===== config.mk =====
export PLATFORM = sky130hd
export DESIGN_NAME = named_accum_pipe
export DESIGN_NICKNAME = d
export VERILOG_FILES = /design/src/rtl/named_accum_pipe.sv
export SDC_FILE = /design/constraint.sdc
export NUM_CORES = 1
export LEC_CHECK = 0
export ABC_AREA = 0
export CAP_MARGIN = 30
export CELL_PAD_IN_SITES_DETAIL_PLACEMENT = 1
export CELL_PAD_IN_SITES_GLOBAL_PLACEMENT = 1
export CORE_ASPECT_RATIO = 0.5
export CORE_MARGIN = 4
export CORE_UTILIZATION = 25
export CTS_CLUSTER_DIAMETER = 40
export DETAILED_ROUTE_END_ITERATION = 12
export GPL_TIMING_DRIVEN = 0
export PLACE_DENSITY_LB_ADDON = 0.1
export SYNTH_ARGS = -nofsm -noshare
export SYNTH_HDL_FRONTEND = slang
export SYNTH_SLANG_ARGS = --single-unit

===== constraint.sdc =====
create_clock -name CLK -period 4.6 [get_ports CLK]
set_input_delay 0.92 -clock CLK [delete_from_list [all_inputs] [get_ports CLK]]
set_output_delay 0.92 -clock CLK [all_outputs]
set_load 0.02 [all_outputs]

===== src/rtl/named_accum_pipe.sv =====
// Two-stage pipelined running-offset adder: XOUT = (A + B) - CNT with valid/ready flow control.
// Define NAMED_ACCUM_SAT_EN to clamp the result to [0, 2^NBITS-1] instead of wrapping.
module named_accum_pipe #(
    parameter int          NBITS = 8,
    parameter int unsigned STEP  = 1
) (
    input  logic             CLK,
    input  logic             RST_N,
    input  logic [NBITS-1:0] A,
    input  logic [NBITS-1:0] B,
    input  logic             VALID_IN,
    output logic             READY,
    input  logic             CLEAR,
    output logic [NBITS-1:0] XOUT,
    output logic             VALID_OUT,
    input  logic             READY_IN
);

    localparam logic [NBITS-1:0] STEP_N = NBITS'(STEP);

    logic             advance;
    logic             in_xfer;
    logic [NBITS-1:0] cnt_reg;
    logic [NBITS-1:0] cnt_next;
    logic             s1_valid_reg;
    logic [NBITS:0]   s1_sum_reg;
    logic [NBITS-1:0] s1_cnt_reg;
    logic [NBITS+1:0] diff;
    logic [NBITS-1:0] xout_next;
    logic             valid_out_reg;
    logic [NBITS-1:0] xout_reg;

    // The whole pipe moves as one unit: it only stalls when a valid result is refused.
    assign advance   = !valid_out_reg || READY_IN;
    assign READY     = advance;
    assign in_xfer   = VALID_IN && advance;
    assign VALID_OUT = valid_out_reg;
    assign XOUT      = xout_reg;

    // A clear coinciding with a sample restarts the count, so that sample sees STEP.
    always_comb begin
        cnt_next = cnt_reg;
        if (in_xfer) begin
            cnt_next = (CLEAR ? '0 : cnt_reg) + STEP_N;
        end else if (CLEAR) begin
            cnt_next = '0;
        end
    end

    // Two extra bits keep both the sum carry and the sign of the difference.
    assign diff = {1'b0, s1_sum_reg} - {2'b00, s1_cnt_reg};

`ifdef NAMED_ACCUM_SAT_EN
    always_comb begin
        xout_next = diff[NBITS-1:0];
        if (diff[NBITS+1]) begin
            xout_next = '0;
        end else if (diff[NBITS]) begin
            xout_next = '1;
        end
    end
`else
    logic unused_diff_msbs;
    assign unused_diff_msbs = ^diff[NBITS+1:NBITS];
    assign xout_next        = diff[NBITS-1:0];
`endif

    always_ff @(posedge CLK or negedge RST_N) begin
        if (!RST_N) begin
            cnt_reg       <= '0;
            s1_valid_reg  <= 1'b0;
            s1_sum_reg    <= '0;
            s1_cnt_reg    <= '0;
            valid_out_reg <= 1'b0;
            xout_reg      <= '0;
        end else begin
            cnt_reg <= cnt_next;
            if (advance) begin
                s1_valid_reg  <= in_xfer;
                s1_sum_reg    <= {1'b0, A} + {1'b0, B};
                s1_cnt_reg    <= cnt_next;
                valid_out_reg <= s1_valid_reg;
                xout_reg      <= xout_next;
            end
        end
    end

endmodule

After elaboration in Yosys (flattened, before gate mapping)
Cells that the tools add are included.
- muxes and demuxes: 2
- add/subtract/negate cells: 3
- reduce and logical (&&, ||, !) cells: 3
- operators by type and width (operator ; count):
    $mux W8 ; 2
    $add A8 B1 Y8 const B ; 1
    $add A8 B8 Y8 ; 1
    $sub A8 B8 Y8 ; 1
    $logic_and A1 B1 Y1 ; 1
    $logic_not A1 Y1 ; 1
    $logic_or A1 B1 Y1 ; 1
- word-level logic and storage cells: 14
- flip-flop bits (word level): 34
- output and inout bits: 10

Longest topological paths before layout
- word-level depth: 4
- depth in mapped cells: 9
- mapped depth without buffers: 9

Least setup slack after synthesis
No wires, ideal clock.
- path kind: input port to output port
- start: input READY_IN
- end: output READY
- stages: 5
- path slack: 2.176 ns
- buffers on the path: 3
- arrival: 1.504 ns
- data required time: 3.680 ns
- cells stage by stage: nor2b_4 buf_6 clkinv_4 buf_6 buf_2
- longest elaborated chain between the ends: 1
- RTL lines (item ; line ; text):
    start, declared ; 16 ; input logic READY_IN
    $logic_or A1 B1 Y1 ; 34 ; assign advance = !valid_out_reg || READY_IN;
    end, declared ; 12 ; output logic READY,
No other way between the ends.

Final worst setup path
Ends and elaborated chain as after synthesis.

==> impl_metrics.tcl <==
set metrics [dict create \
    power.share.combinational 0.340 \
    number_of_buffers_inserted_by_hold_repair_at_cts 0 \
    worst-path-max-fanout 10 \
    final.setup.tns_ns 0 \
    timing.final.max_slew_violations 0 \
    route.vias.total 1452 \
    cts_made_buffers 5 \
    detailedPlacementHpwl_um 3395 \
    drv_cap 0 \
    worst_path_max_delay_cell "sky130_fd_sc_hd__clkdlybuf4s50_1" \
    core_area_um2 7405 \
    clock_power_share 0.302 \
    grt_use_total 0.1044 \
    timing.critical_path.slowest_cell_delay_ns 0.64 \
    crit_required_ns 3.68 \
    area_growth_from_synthesis_to_layout_pct 29.16 \
    postSynthRegisterBits 34 \
    port_buffers 30 \
    power_leakage_uw 0.001079 \
    filler_cell_count 844 \
    number_of_nets_in_the_final_layout 271 \
    min-delay-path-class "reg -> reg" \
    mostFrequentLayoutCells "sky130_fd_sc_hd__dfrtp_1 (34), sky130_fd_sc_hd__clkdlybuf4s50_1 (29), sky130_fd_sc_hd__a21oi_1 (20)" \
    clock_skew_ns 0.004017 \
    ctsLongestPathBuffers 2 \
    critPathCaptureType "primary output" \
    max_slew_margin 0.4845 \
    num_antenna_cells 0 \
    cts.sink_count 34 \
    path_delay_family "buffers and inverters" \
    cts_tree "built" \
    synthDominantCellAreaShare 0.4407 \
    grt_antenna_before_repair 0 \
    cts_root_buffer "sky130_fd_sc_hd__clkbuf_16" \
    detailed_router_iteration_count_before_antenna_repair 4 \
    layout_commonest_cell "sky130_fd_sc_hd__dfrtp_1" \
    worst-r2r-setup-slack_ns 2.65 \
    final.min_clock_period_ns 3.625 \
    setup_buffers_after_cts 0 \
    timing.critical_path.cells "clkdlybuf4s50_1 -> nor2b_4 -> buf_6 -> clkinv_4 -> buf_6 -> buf_2 -> clkdlybuf4s50_1" \
    drt_iter0_markers 54 \
    drc 0 \
    sw_frac_of_total 0.3200 \
    route.final.wire_length_um 4449 \
    postSynthAreaPerCell_um2 9.850 \
    design.portCount 31 \
    timing.final.hold_violations 0 \
    drive_gt1_frac 0.08120 \
    cts.htree.levels 2 \
    die_area_um2 9278 \
    synth.distinct_cells 39 \
    p_int_uw 757.2 \
    routed_wl_per_cell_um 13.48 \
    die_w_um 132.3 \
    net_count_of_the_mapped_netlist 234 \
    path_buf_inv 6 \
    first_global_vias 1557 \
    vdd_drop_max_uv 158.0 \
    grt_remaining_overflow 0 \
    actual_slew_at_the_worst_max_slew_pin_ns 0.7732 \
    run_status "complete, no violations" \
    place.detailed.instances 322 \
    final.period_utilization 0.7880 \
    yosysTopAreaCell "sky130_fd_sc_hd__dfrtp_1" \
    ys_top_cells_by_area "sky130_fd_sc_hd__dfrtp_1 (44%), sky130_fd_sc_hd__ha_1 (9.7%), sky130_fd_sc_hd__a21oi_1 (5.2%), sky130_fd_sc_hd__xnor2_1 (5.0%), sky130_fd_sc_hd__nand2_1 (3.7%)" \
    dominantRegCellSynth "sky130_fd_sc_hd__dfrtp_1" \
    grt_setup_unrepaired "no" \
    vias_per_cell 4.400 \
    seq_power_share 0.358 \
    antenna_violating_nets_post_route 0 \
    final_cell_count_no_fill 330 \
    setup.worst_path.class "in -> out" \
    dieHeight_um 70.14 \
    grt_max_degree 35 \
    grt_first_pass_wirelength_um 7659 \
    rows 22 \
    clock_edge_transition_at_the_registers_on_the_reported_setup_and_hold_paths_ns 0.05 \
    synth_enable_flop_cells 0 \
    post_synthesis_instance_area_um2 1931 \
    setup_viol 0 \
    ctsResizeCount 0 \
    synth_seq_area_share 0.4407 \
    ffs_w_async_s_r_synth 1.000 \
    syn-instance-count 196 \
    achievable-frequency_mhz 275.9 \
    power.switching_uw 356.3 \
    gp_routability_congestion 0.8029 \
    worst_ep_arrival_time_ns 2.70 \
    yosysWarnings 0 \
    initial_core_util 0.2607 \
    setup.worst_path.start_class "input port" \
    power.density_nw_per_um2 446.5 \
    worst_skew_pair.late_latency_ns 0.28 \
]
## cell families after synthesis
| kind of cell | synth area share |
|---|---|
| DFF | 0.4407 |
| AOI/OAI and AO/OA | 0.1283 |
| adders and majority gates | 0.1180 |
| and+or+nand+nor | 0.1549 |
| buffers and inverters | 0.05250 |
| muxes | 0.01944 |
| xor gates and xnor gates | 0.08620 |
## per-stage QoR
| step | power (uW) | area [um2] | hold WS (ns) | worst slack (ns) | util |
|---|---|---|---|---|---|
| floorplan | 631.9 | 1931 | 0.4346 | 2.176 | - |
| global placement | 780.1 | 2351 | 0.4513 | 0.9489 | 0.3175 |
| detailed placement | 787.6 | 2346 | 0.4599 | 0.9506 | 0.3168 |
| CTS | 1131 | 2494 | 0.4722 | 0.9384 | 0.3368 |
| global route | 1192 | 2494 | 0.5025 | 0.8804 | 0.3368 |
| finish | 1114 | 2494 | 0.4645 | 0.9753 | 0.3368 |
## cell type report
type	instances	area [um2]	area share
clock buffers	7	142.6	0.05720
well taps	96	120.1	0.04817
flip-flops and latches	34	850.8	0.3412
multi-input cells	141	978.4	0.3924
plain buffers	7	43.79	0.01756
repair buffers	30	295.3	0.1184
inverters	14	57.56	0.02308
clock inverters	1	5.005	0.002007
## worst paths after layout
check | from | end | cells past startpoint
max | READY_IN | READY | 7
min | XOUT[1] | XOUT[1] | 2
max reg2reg | s1_sum_reg[0] | XOUT[6] | 9
min reg2reg | XOUT[1] | XOUT[1] | 2
max in group asynchronous | RST_N | VALID_OUT | 1
min in group asynchronous | RST_N | s1_sum_reg[7] | 1
## power groups by stage
stage | logic [uW] | clock network, uW | registers [uW]
global placement | 378 | 0 | 402
floorplan | 190 | 0 | 441
finish | 379 | 336 | 399
CTS | 387 | 345 | 400
detailed placement | 382 | 0 | 405
global route | 424 | 358 | 410
## tightest hold or removal path, delay by kind of cell, from the launching register on
kind / cells / cell delay [ns]
flip-flops: 1 / 0.34
AND/OR/NAND/NOR: 2 / 0.10
## per-layer routing
metal  global-route usage  part of all wire  wire length (um)
met3              0.02590             0.033               145
met1               0.1477              0.53              2346
met2               0.1504              0.42              1865
met5                    0                 0                 0
met4              0.04493             0.021                92
## cells in the mapped netlist (2+ instances only)
master                      n
sky130_fd_sc_hd__clkbuf_1   3
sky130_fd_sc_hd__buf_2      2
sky130_fd_sc_hd__xnor2_1   11
sky130_fd_sc_hd__xor2_1     8
sky130_fd_sc_hd__inv_1     13
sky130_fd_sc_hd__fa_1       2
sky130_fd_sc_hd__a21o_1     2
sky130_fd_sc_hd__a21oi_1   20
sky130_fd_sc_hd__nand4_1    4
sky130_fd_sc_hd__o21ai_0    8
sky130_fd_sc_hd__nand3_1    4
sky130_fd_sc_hd__and2_1     2
sky130_fd_sc_hd__nor2_1    17
sky130_fd_sc_hd__mux2_2     2
sky130_fd_sc_hd__a31oi_1    2
sky130_fd_sc_hd__o31ai_1    3
sky130_fd_sc_hd__ha_1      15
sky130_fd_sc_hd__dfrtp_1   34
sky130_fd_sc_hd__nor2b_1    5
sky130_fd_sc_hd__nand2_1   19
sky130_fd_sc_hd__buf_6      2
No activity file was read; power rests on OpenSTA's default activity.
